## src/rtl/axi4_lite_reg_bank_if.sv

```systemverilog
// AXI4-Lite slave bus bundle for axi4_lite_reg_bank.
// Ports: AW/W/B write channels and AR/R read channels; master/slave modports.
interface axi4_lite_reg_bank_if #(
  parameter int ADDR_WIDTH = 11,
  parameter int DATA_WIDTH = 32
);
  logic [ADDR_WIDTH-1:0]   S_AXI_AWADDR;
  logic                    S_AXI_AWVALID;
  logic                    S_AXI_AWREADY;
  logic [DATA_WIDTH-1:0]   S_AXI_WDATA;
  logic [DATA_WIDTH/8-1:0] S_AXI_WSTRB;
  logic                    S_AXI_WVALID;
  logic                    S_AXI_WREADY;
  logic [1:0]              S_AXI_BRESP;
  logic                    S_AXI_BVALID;
  logic                    S_AXI_BREADY;
  logic [ADDR_WIDTH-1:0]   S_AXI_ARADDR;
  logic                    S_AXI_ARVALID;
  logic                    S_AXI_ARREADY;
  logic [DATA_WIDTH-1:0]   S_AXI_RDATA;
  logic [1:0]              S_AXI_RRESP;
  logic                    S_AXI_RVALID;
  logic                    S_AXI_RREADY;

  modport master (
    output S_AXI_AWADDR, S_AXI_AWVALID,
    output S_AXI_WDATA, S_AXI_WSTRB, S_AXI_WVALID,
    output S_AXI_BREADY,
    output S_AXI_ARADDR, S_AXI_ARVALID,
    output S_AXI_RREADY,
    input  S_AXI_AWREADY, S_AXI_WREADY,
    input  S_AXI_BRESP, S_AXI_BVALID,
    input  S_AXI_ARREADY,
    input  S_AXI_RDATA, S_AXI_RRESP, S_AXI_RVALID
  );

  modport slave (
    input  S_AXI_AWADDR, S_AXI_AWVALID,
    input  S_AXI_WDATA, S_AXI_WSTRB, S_AXI_WVALID,
    input  S_AXI_BREADY,
    input  S_AXI_ARADDR, S_AXI_ARVALID,
    input  S_AXI_RREADY,
    output S_AXI_AWREADY, S_AXI_WREADY,
    output S_AXI_BRESP, S_AXI_BVALID,
    output S_AXI_ARREADY,
    output S_AXI_RDATA, S_AXI_RRESP, S_AXI_RVALID
  );
endinterface

```

## src/rtl/axi4_lite_reg_bank.sv

```systemverilog
// AXI4-Lite register bank: NUM_REGS r/w regs, flop outputs, write strobes.
// Ports: S_AXI_ACLK, S_AXI_ARESET (async high), s_axi bus, reg_out, wr_pulse.
// Option: AXI_REG_WSTRB_EN enables byte-lane write strobes.
module axi4_lite_reg_bank #(
  parameter int ADDR_WIDTH = 11,
  parameter int DATA_WIDTH = 32,
  parameter int NUM_REGS   = 8
) (
  input  logic                           S_AXI_ACLK,
  input  logic                           S_AXI_ARESET,
  axi4_lite_reg_bank_if.slave            s_axi,
  output logic [NUM_REGS*DATA_WIDTH-1:0] reg_out,
  output logic [NUM_REGS-1:0]            wr_pulse
);

  localparam int IW = ADDR_WIDTH - 2;
  localparam int NB = DATA_WIDTH / 8;

  typedef enum logic [1:0] {
    W_IDLE, W_HAVE_A, W_HAVE_D, W_RESP
  } w_state_t;

  typedef enum logic {
    R_IDLE, R_DATA
  } r_state_t;

  w_state_t r_wst, w_wnxt;
  r_state_t r_rst, w_rnxt;

  // Low until the first edge after reset so readies stay off in reset.
  logic                  r_rdy;
  logic [IW-1:0]         r_aidx;
  logic [DATA_WIDTH-1:0] r_wdata;
  logic [NB-1:0]         r_wstrb;
  logic [1:0]            r_bresp;
  logic [1:0]            r_rresp;
  logic [DATA_WIDTH-1:0] r_rdata;
  logic [DATA_WIDTH-1:0] r_regs [NUM_REGS];
  logic [NUM_REGS-1:0]   r_wr_pulse;

  logic                  w_awready;
  logic                  w_wready;
  logic                  w_arready;
  logic                  w_commit;
  logic                  w_lat_a;
  logic                  w_lat_d;
  logic                  w_ar_hs;
  logic [IW-1:0]         w_cidx;
  logic [DATA_WIDTH-1:0] w_cdata;
  logic [NB-1:0]         w_cstrb;
  logic                  w_cok;
  logic [DATA_WIDTH-1:0] w_wmask;
  logic [IW-1:0]         w_ridx;
  logic                  w_rok;
  logic [DATA_WIDTH-1:0] w_rmux;
  logic                  w_unused_addr;

  assign w_unused_addr = ^{s_axi.S_AXI_AWADDR[1:0],
                           s_axi.S_AXI_ARADDR[1:0]};

  always_comb begin
    w_wnxt    = r_wst;
    w_awready = 1'b0;
    w_wready  = 1'b0;
    w_commit  = 1'b0;
    w_lat_a   = 1'b0;
    w_lat_d   = 1'b0;
    w_cidx    = s_axi.S_AXI_AWADDR[ADDR_WIDTH-1:2];
    w_cdata   = s_axi.S_AXI_WDATA;
    w_cstrb   = s_axi.S_AXI_WSTRB;
    unique case (r_wst)
      W_IDLE: begin
        w_awready = r_rdy;
        w_wready  = r_rdy;
        if (r_rdy) begin
          if (s_axi.S_AXI_AWVALID && s_axi.S_AXI_WVALID) begin
            w_commit = 1'b1;
            w_wnxt   = W_RESP;
          end else if (s_axi.S_AXI_AWVALID) begin
            w_lat_a = 1'b1;
            w_wnxt  = W_HAVE_A;
          end else if (s_axi.S_AXI_WVALID) begin
            w_lat_d = 1'b1;
            w_wnxt  = W_HAVE_D;
          end
        end
      end
      W_HAVE_A: begin
        w_wready = 1'b1;
        w_cidx   = r_aidx;
        if (s_axi.S_AXI_WVALID) begin
          w_commit = 1'b1;
          w_wnxt   = W_RESP;
        end
      end
      W_HAVE_D: begin
        w_awready = 1'b1;
        w_cdata   = r_wdata;
        w_cstrb   = r_wstrb;
        if (s_axi.S_AXI_AWVALID) begin
          w_commit = 1'b1;
          w_wnxt   = W_RESP;
        end
      end
      W_RESP: begin
        if (s_axi.S_AXI_BREADY) w_wnxt = W_IDLE;
      end
    endcase
  end

  assign w_cok = (32'(w_cidx) < NUM_REGS);

`ifdef AXI_REG_WSTRB_EN
  always_comb begin
    w_wmask = '0;
    for (int b = 0; b < NB; b++)
      w_wmask[b*8 +: 8] = {8{w_cstrb[b]}};
  end
`else
  logic w_unused_strb;
  assign w_unused_strb = ^w_cstrb;
  assign w_wmask = '1;
`endif

  always_ff @(posedge S_AXI_ACLK or posedge S_AXI_ARESET) begin
    if (S_AXI_ARESET) begin
      r_wst      <= W_IDLE;
      r_rdy      <= 1'b0;
      r_aidx     <= '0;
      r_wdata    <= '0;
      r_wstrb    <= '0;
      r_bresp    <= 2'b00;
      r_wr_pulse <= '0;
      for (int i = 0; i < NUM_REGS; i++)
        r_regs[i] <= '0;
    end else begin
      r_wst <= w_wnxt;
      r_rdy <= 1'b1;
      if (w_lat_a) r_aidx <= w_cidx;
      if (w_lat_d) begin
        r_wdata <= s_axi.S_AXI_WDATA;
        r_wstrb <= s_axi.S_AXI_WSTRB;
      end
      if (w_commit)
        r_bresp <= w_cok ? 2'b00 : 2'b10;
      for (int i = 0; i < NUM_REGS; i++) begin
        r_wr_pulse[i] <= w_commit && w_cok &&
                         (w_cidx == IW'(i));
        if (w_commit && w_cok && (w_cidx == IW'(i)))
          r_regs[i] <= (r_regs[i] & ~w_wmask) |
                       (w_cdata & w_wmask);
      end
    end
  end

  assign w_ridx = s_axi.S_AXI_ARADDR[ADDR_WIDTH-1:2];
  assign w_rok  = (32'(w_ridx) < NUM_REGS);

  always_comb begin
    w_rmux = '0;
    for (int i = 0; i < NUM_REGS; i++)
      if (w_ridx == IW'(i)) w_rmux = r_regs[i];
  end

  always_comb begin
    w_rnxt    = r_rst;
    w_arready = 1'b0;
    w_ar_hs   = 1'b0;
    unique case (r_rst)
      R_IDLE: begin
        w_arready = r_rdy;
        if (r_rdy && s_axi.S_AXI_ARVALID) begin
          w_ar_hs = 1'b1;
          w_rnxt  = R_DATA;
        end
      end
      R_DATA: begin
        if (s_axi.S_AXI_RREADY) w_rnxt = R_IDLE;
      end
    endcase
  end

  // Sampled at the handshake edge, so a same-edge commit is not visible.
  always_ff @(posedge S_AXI_ACLK or posedge S_AXI_ARESET) begin
    if (S_AXI_ARESET) begin
      r_rst   <= R_IDLE;
      r_rdata <= '0;
      r_rresp <= 2'b00;
    end else begin
      r_rst <= w_rnxt;
      if (w_ar_hs) begin
        r_rdata <= w_rok ? w_rmux : '0;
        r_rresp <= w_rok ? 2'b00 : 2'b10;
      end
    end
  end

  assign s_axi.S_AXI_AWREADY = w_awready;
  assign s_axi.S_AXI_WREADY  = w_wready;
  assign s_axi.S_AXI_BVALID  = (r_wst == W_RESP);
  assign s_axi.S_AXI_BRESP   = r_bresp;
  assign s_axi.S_AXI_ARREADY = w_arready;
  assign s_axi.S_AXI_RVALID  = (r_rst == R_DATA);
  assign s_axi.S_AXI_RDATA   = r_rdata;
  assign s_axi.S_AXI_RRESP   = r_rresp;
  assign wr_pulse            = r_wr_pulse;

  for (genvar g = 0; g < NUM_REGS; g++) begin : g_out
    assign reg_out[g*DATA_WIDTH +: DATA_WIDTH] = r_regs[g];
  end

endmodule

```

## src/flat_wrapper.sv

```systemverilog
// flat-port wrapper written by rule: the top's interface ports become plain ports
module axi4_lite_reg_bank_flat 
#(
  parameter int ADDR_WIDTH = 11,
  parameter int DATA_WIDTH = 32,
  parameter int NUM_REGS   = 8
)
  (S_AXI_ACLK, S_AXI_ARESET, reg_out, wr_pulse, s_axi_S_AXI_AWADDR, s_axi_S_AXI_AWVALID, s_axi_S_AXI_WDATA, s_axi_S_AXI_WSTRB, s_axi_S_AXI_WVALID, s_axi_S_AXI_BREADY, s_axi_S_AXI_ARADDR, s_axi_S_AXI_ARVALID, s_axi_S_AXI_RREADY, s_axi_S_AXI_AWREADY, s_axi_S_AXI_WREADY, s_axi_S_AXI_BRESP, s_axi_S_AXI_BVALID, s_axi_S_AXI_ARREADY, s_axi_S_AXI_RDATA, s_axi_S_AXI_RRESP, s_axi_S_AXI_RVALID);
  axi4_lite_reg_bank_if #(.ADDR_WIDTH(ADDR_WIDTH), .DATA_WIDTH(DATA_WIDTH)) s_axi_i ();
  input  logic S_AXI_ACLK;
  input  logic S_AXI_ARESET;
  output logic [NUM_REGS*DATA_WIDTH-1:0] reg_out;
  output logic [NUM_REGS-1:0] wr_pulse;
  input wire logic [$bits(s_axi_i.S_AXI_AWADDR)-1:0] s_axi_S_AXI_AWADDR;
  input wire logic [$bits(s_axi_i.S_AXI_AWVALID)-1:0] s_axi_S_AXI_AWVALID;
  input wire logic [$bits(s_axi_i.S_AXI_WDATA)-1:0] s_axi_S_AXI_WDATA;
  input wire logic [$bits(s_axi_i.S_AXI_WSTRB)-1:0] s_axi_S_AXI_WSTRB;
  input wire logic [$bits(s_axi_i.S_AXI_WVALID)-1:0] s_axi_S_AXI_WVALID;
  input wire logic [$bits(s_axi_i.S_AXI_BREADY)-1:0] s_axi_S_AXI_BREADY;
  input wire logic [$bits(s_axi_i.S_AXI_ARADDR)-1:0] s_axi_S_AXI_ARADDR;
  input wire logic [$bits(s_axi_i.S_AXI_ARVALID)-1:0] s_axi_S_AXI_ARVALID;
  input wire logic [$bits(s_axi_i.S_AXI_RREADY)-1:0] s_axi_S_AXI_RREADY;
  output wire logic [$bits(s_axi_i.S_AXI_AWREADY)-1:0] s_axi_S_AXI_AWREADY;
  output wire logic [$bits(s_axi_i.S_AXI_WREADY)-1:0] s_axi_S_AXI_WREADY;
  output wire logic [$bits(s_axi_i.S_AXI_BRESP)-1:0] s_axi_S_AXI_BRESP;
  output wire logic [$bits(s_axi_i.S_AXI_BVALID)-1:0] s_axi_S_AXI_BVALID;
  output wire logic [$bits(s_axi_i.S_AXI_ARREADY)-1:0] s_axi_S_AXI_ARREADY;
  output wire logic [$bits(s_axi_i.S_AXI_RDATA)-1:0] s_axi_S_AXI_RDATA;
  output wire logic [$bits(s_axi_i.S_AXI_RRESP)-1:0] s_axi_S_AXI_RRESP;
  output wire logic [$bits(s_axi_i.S_AXI_RVALID)-1:0] s_axi_S_AXI_RVALID;
  assign s_axi_i.S_AXI_AWADDR = s_axi_S_AXI_AWADDR;
  assign s_axi_i.S_AXI_AWVALID = s_axi_S_AXI_AWVALID;
  assign s_axi_i.S_AXI_WDATA = s_axi_S_AXI_WDATA;
  assign s_axi_i.S_AXI_WSTRB = s_axi_S_AXI_WSTRB;
  assign s_axi_i.S_AXI_WVALID = s_axi_S_AXI_WVALID;
  assign s_axi_i.S_AXI_BREADY = s_axi_S_AXI_BREADY;
  assign s_axi_i.S_AXI_ARADDR = s_axi_S_AXI_ARADDR;
  assign s_axi_i.S_AXI_ARVALID = s_axi_S_AXI_ARVALID;
  assign s_axi_i.S_AXI_RREADY = s_axi_S_AXI_RREADY;
  assign s_axi_S_AXI_AWREADY = s_axi_i.S_AXI_AWREADY;
  assign s_axi_S_AXI_WREADY = s_axi_i.S_AXI_WREADY;
  assign s_axi_S_AXI_BRESP = s_axi_i.S_AXI_BRESP;
  assign s_axi_S_AXI_BVALID = s_axi_i.S_AXI_BVALID;
  assign s_axi_S_AXI_ARREADY = s_axi_i.S_AXI_ARREADY;
  assign s_axi_S_AXI_RDATA = s_axi_i.S_AXI_RDATA;
  assign s_axi_S_AXI_RRESP = s_axi_i.S_AXI_RRESP;
  assign s_axi_S_AXI_RVALID = s_axi_i.S_AXI_RVALID;
  axi4_lite_reg_bank #(.ADDR_WIDTH(ADDR_WIDTH), .DATA_WIDTH(DATA_WIDTH), .NUM_REGS(NUM_REGS)) u_core (.S_AXI_ACLK(S_AXI_ACLK), .S_AXI_ARESET(S_AXI_ARESET), .s_axi(s_axi_i), .reg_out(reg_out), .wr_pulse(wr_pulse));
endmodule
```

## config.mk

```make
export PLATFORM = sky130hd
export DESIGN_NAME = axi4_lite_reg_bank_flat
export DESIGN_NICKNAME = d
export VERILOG_FILES = /design/src/rtl/axi4_lite_reg_bank_if.sv /design/src/rtl/axi4_lite_reg_bank.sv /design/src/flat_wrapper.sv
export SDC_FILE = /design/constraint.sdc
export NUM_CORES = 1
export LEC_CHECK = 0
export ABC_CLOCK_PERIOD_IN_PS = 18560
export BUFFER_PORTS_ARGS = -buffer_cell sky130_fd_sc_hd__buf_2
export CORE_ASPECT_RATIO = 1.4
export CORE_MARGIN = 3
export CORE_UTILIZATION = 59
export DETAILED_ROUTE_END_ITERATION = 7
export PLACE_DENSITY_LB_ADDON = 0.12
export REMOVE_ABC_BUFFERS = 1
export SYNTH_ARGS = -nofsm -noshare
export SYNTH_HDL_FRONTEND = slang
export SYNTH_SLANG_ARGS = --single-unit
export TNS_END_PERCENT = 30
```

## constraint.sdc

```tcl
create_clock -name S_AXI_ACLK -period 18.56 [get_ports S_AXI_ACLK]
set_clock_uncertainty 0.2 [all_clocks]
set_input_delay 3.712 -clock S_AXI_ACLK [delete_from_list [all_inputs] [get_ports S_AXI_ACLK]]
set_output_delay 3.712 -clock S_AXI_ACLK [all_outputs]
set_load 0.03 [all_outputs]
```

# ---- After elaboration in Yosys (flattened, before gate mapping)
# Index checks and enable logic that the tools add are counted.
dict set report word_totals {
  register_bits 345
  input_bits 65
  out_inout_bits 305
  wordCells 97
}
dict set report classes {
  n_lt_le_gt_ge 2
  eq_ne 22
  mux 40
  bitwise 1
  reduce_logical 15
}
# op count
set ops {}
lappend ops {{32-bit 2-to-1 mux} 10}
lappend ops {{9-bit by 3-bit == test with 1-bit output, second input constant} 8}
lappend ops {{9-bit by 2-bit == test with 1-bit output, second input constant} 4}
lappend ops {{9-bit by 1-bit == test with 1-bit output, second input constant} 2}
lappend ops {{9-bit logical NOT} 2}
lappend ops {{9-bit by 4-bit < comparator with 1-bit output, second input constant} 2}
lappend ops {{2-bit 2-to-1 mux} 9}
lappend ops {{1-bit 2-to-1 mux} 15}
lappend ops {{1-bit logical AND} 11}
lappend ops {{9-bit 2-to-1 mux} 1}
lappend ops {{2-bit one-hot mux with 4 select lines} 1}
lappend ops {{2-bit inequality test, second input constant} 3}
lappend ops {{1-bit one-hot mux with 2 select lines} 3}
lappend ops {{5-bit AND reduction} 1}
lappend ops {{2-bit == test, second input constant} 2}
lappend ops {{4-bit by 3-bit inequality test with 1-bit output, second input constant} 1}
lappend ops {{1-bit one-hot mux with 3 select lines} 1}
lappend ops {{2-bit by 1-bit == test with 1-bit output, second input constant} 1}
lappend ops {{2-bit logical NOT} 1}
lappend ops {{2-bit by 1-bit inequality test with 1-bit output, second input constant} 1}
lappend ops {{1-bit NOT} 1}

# ---- Longest topological paths before layout
dict set report logic_depth {
  depth_word 10
  ltp_mapped 10
  depth_no_buf 7
}

# ---- Worst setup path before layout
# No wires, ideal clock.
dict set report synth_path {
  path_type {input to register}
  start {in s_axi_S_AXI_AWADDR[6]}
  end {reg u_core.r_regs (netlist bit u_core.reg_out[160])}
  setup_time_ns 0.125
  arrival_ns 5.506
  t_required_ns 18.235
  setup_slack_ns 12.729
  cell_stages 7
  n_path_buf 2
  cell_sequence {or4_4 -> nor4_4 -> o21ai_4 -> or3_1 -> buf_6 -> buf_12 -> mux2_4}
}
dict set report synth_via {
  elab_chain_len 4
  elab_cells_between_ends 5
  cone_classes {1 x order compare; 1 x eq/ne; 1 x mux; 2 x reduce/logical}
}
# item line_no
set synth_lines {}
lappend synth_lines {{from (decl)} flat_wrapper.sv:14} ;# input wire logic [$bits(s_axi_i.S_AXI_AWADDR)-1:0] s_axi_S_AXI_AWADDR;
lappend synth_lines {{9-bit 2-to-1 mux (*)} axi4_lite_reg_bank.sv:71} ;# unique case (r_wst)
lappend synth_lines {{9-bit by 4-bit < comparator with 1-bit output} axi4_lite_reg_bank.sv:111} ;# assign w_cok = (32'(w_cidx) < NUM_REGS);
lappend synth_lines {{1-bit logical AND} axi4_lite_reg_bank.sv:149} ;# if (w_commit && w_cok && (w_cidx == IW'(i)))
lappend synth_lines {{1-bit logical AND (*)} axi4_lite_reg_bank.sv:149}
lappend synth_lines {{to (signal, indexed assignment)} axi4_lite_reg_bank.sv:150} ;# r_regs[i] <= (r_regs[i] & ~w_wmask) |
lappend synth_lines {{to (decl)} axi4_lite_reg_bank.sv:38} ;# logic [DATA_WIDTH-1:0] r_regs [NUM_REGS];
# Mark *: on every way between the ends. The rest lies on a longest branch, timed or not.
# A chain may end at the register's enable or synchronous reset.

# ---- Worst setup path after layout
dict set report layout_path {
  start {in s_axi_S_AXI_AWADDR[5]}
  end {reg u_core.r_regs (netlist bit u_core.reg_out[45])}
}
# The elaborated chain is that of the path after synthesis.

==> metrics <==
status complete, no violations; Worst Path Arrival 6.55 ns; Main synth FF type dfrtp_1; Routed Antenna Nets 0; share of layout cells above drive strength 1 between 40% and 50%; M3 GR Usage 7.379%; crit share post-route roughly 34%; relative slew slack 25.59%; #FFs+latches synth 343; setup_tns 0 ns; Final Hold Fails 0; Core ar. 27,090 um2; I/O Pins 370; Die H 203.4 um; hold buffer count at cts 0; drt pass-1 iters 5; fin util 72.18%; Rows 71; Synth Area in Compound Gates roughly 12%; LEAKAGE 10.55 nW; Worst EP required 18.75 ns; commonest non-fill, non-tap cell in the layout buf_2; adder-cell share of the synthesized area 0.3049%; CP Launch Type input pin; Clock Latency Late Sink 0.51 ns; most frequent cells in the layout buf_2, dfrtp_1, mux2_2; YS warnings 0; CTS tree done; post-DP HPWL 32,700 um; Via-to-Cell Ratio 6.343; Least-Margin Pin Slew 1.113 ns; worst min-delay path category flop to flop; number of buffers added on ports 359; xor and xnor area share after synthesis 0%; Die X 147.0 um; RSZ-0062 raised after global routing no; number of distinct library cells after synthesis 56; first-pass GRT wire length 80,210 um; Hold Path Origin u_core.s_axi.S_AXI_RDATA[0]$_DFFE_PP0P_; DRT iter0 DRCs approximately 950; H-Tree Level Count 2; Starting Density 60.58%; vias in the first global route 13,050; number of max-cap violations 0; pin count of the biggest net entering global routing 121; post_cts resized 0; maximum clock frequency 0.1574 GHz; fill cell count 1,926; Mapped Area 16,410 um2; Routed WL per cell 26.51 um; drt total wl 53,200 um; post-synthesis mux area share 26.11%; grt peak-use layer met2; ys async rst share 100.0%; die area 29,890 um2; kind of critical path input pin to flop; Setup Buffers After CTS 0; critical path peak fanout 19; Placer Congestion 0.8514; routed via count 12,730; r2r startpoint u_core.r_wst[0]$_DFFE_PP0P_; Area growth syn-to-layout 19.16%; GR Layer Usage met1 45.02%; antenna violations before repair 4; Post-Syn Area per Cell around 13 um2; Global Route Usage Sum 35.10%; cts bufs inserted 35; Cells after Synth ~1,300; clock tree buffer depth 3; main combinational cell family by area after synthesis multiplexers; clock-pin slew on the worst setup and hold paths 0.06 ns; setup ws final 12.21 ns; Simple-Gate Fraction of Synth Area 4.856%; GRT met2 Usage 56.55%; Post-synth EDFFs 0; pins over their slew limit 0; grt total ovfl 0; CP startpoint s_axi_S_AXI_AWADDR[5]; clock sinks between 300 and 400; Final nets between 1,500 and 2,000; Remaining DRCs 0; post-place setup slack between 10 and 15 ns; cell area power density approximately 150 nW/um2; CP endpoint kind flop; Worst VDD drop 0.0001139 V; final setup violation count 0; clk root buf clkbuf_16; sequential share of the synthesized area 52.29%; Final min period 6.354 ns
==> path summary, 6_finish.rpt <==
kind / end / slack (ns) / depth (start not counted)
hold reg to reg: u_core.s_axi.S_AXI_RDATA[0]$_DFFE_PP0P_ / 0.29 / 1
setup reg to reg: u_core.reg_out[45]$_DFFE_PP0P_ / 14.37 / 9
max in group asynchronous: u_core.r_wdata[14]$_DFFE_PP0P_ / 13.38 / 3
min in group asynchronous: u_core.reg_out[22]$_DFFE_PP0P_ / 3.14 / 2
hold / removal: u_core.s_axi.S_AXI_RDATA[0]$_DFFE_PP0P_ / 0.29 / 1
setup / recovery: u_core.reg_out[45]$_DFFE_PP0P_ / 12.21 / 7
==> synthesized netlist by cell type (4+ instances only) <==
library cell / instances / area share, %
a211oi_1: 35 / 1.6
o32ai_1: 11 / 0.59
nor3_1: 15 / 0.46
a211o_1: 18 / 0.96
o32a_1: 19 / 1.2
mux2_2: 273 / 19
inv_1: 13 / 0.30
buf_1: 6 / 0.14
buf_12: 6 / 0.73
buf_4: 20 / 0.91
ha_1: 4 / 0.30
mux2_4: 58 / 5.3
a21oi_1: 108 / 3.3
o21ai_0: 54 / 1.6
nor2_1: 61 / 1.4
nor3_2: 6 / 0.37
nor2b_1: 17 / 0.65
dfrtp_1: 343 / 52
a2bb2oi_1: 30 / 1.6
buf_2: 8 / 0.24
clkbuf_1: 63 / 1.4
mux2i_1: 34 / 2.1
a221o_1: 11 / 0.67
nand2_1: 29 / 0.66
==> power breakdown <==
group	total [W]	internal [W]	switching, W
Sequential	0.00111	0.000952	0.000155
Combinational	0.00104	0.000372	0.000668
Clock	0.000734	0.000438	0.000295
==> critical path: stages <==
cell and delay [ns]:
buf_2 0.13, or4_4 0.52, nor4_4 0.20, o21ai_4 0.19, nor3_4 0.88, buf_4 0.51
mux2_2 0.39
==> metal layers <==
metal  wire length [um]  share of wire, %
met1              20060                38
met4               3188               6.0
met5                 41             0.077
met2              25310                48
met3               4604               8.7
==> cells by family after synthesis <==
kind of cell             Yosys count
multiplexers                     365
other                              2
AND/OR/NAND/NOR                  157
buffers and inverters            118
flip-flops                       343
adder cells (fa/ha/maj)            4
AO/OA/AOI/OAI                    306
==> through the flow <==
step	power (W)	hold slack [ns]	instances	area, um2
floorplan	0.001795	0.2736	1191	15830
global placement	0.002117	0.2670	1943	18370
CTS	0.002880	0.2932	2005	19550
global route	0.002998	0.3065	2006	19560
finish	0.002881	0.2915	2007	19560
detailed placement	0.002151	0.2721	1943	18370
==> cell type report <==
cell class	instances	area (um2)	area share (%)
well taps	365	456.7	2.335
inverters	13	56.30	0.2879
clock buffers	53	1066	5.451
repair buffers	387	2012	10.29
clock inverters	9	120.1	0.6142
diodes	2	5.005	0.02559
flip-flops and latches	343	8583	43.89
multi-input cells	835	7258	37.11
==> flip-flops by register name, summed over array words and instances (netlist names) <==
signal / count
u_core.reg_out: 256
u_core.r_wdata: 32
u_core.s_axi.S_AXI_RDATA: 32
u_core.r_aidx: 9
u_core.wr_pulse: 8
u_core.r_wst: 2
u_core.r_rdy: 1
u_core.s_axi.S_AXI_BRESP: 1
u_core.s_axi.S_AXI_RRESP: 1
u_core.s_axi.S_AXI_RVALID: 1
No activity file was read; power rests on OpenSTA's default activity.
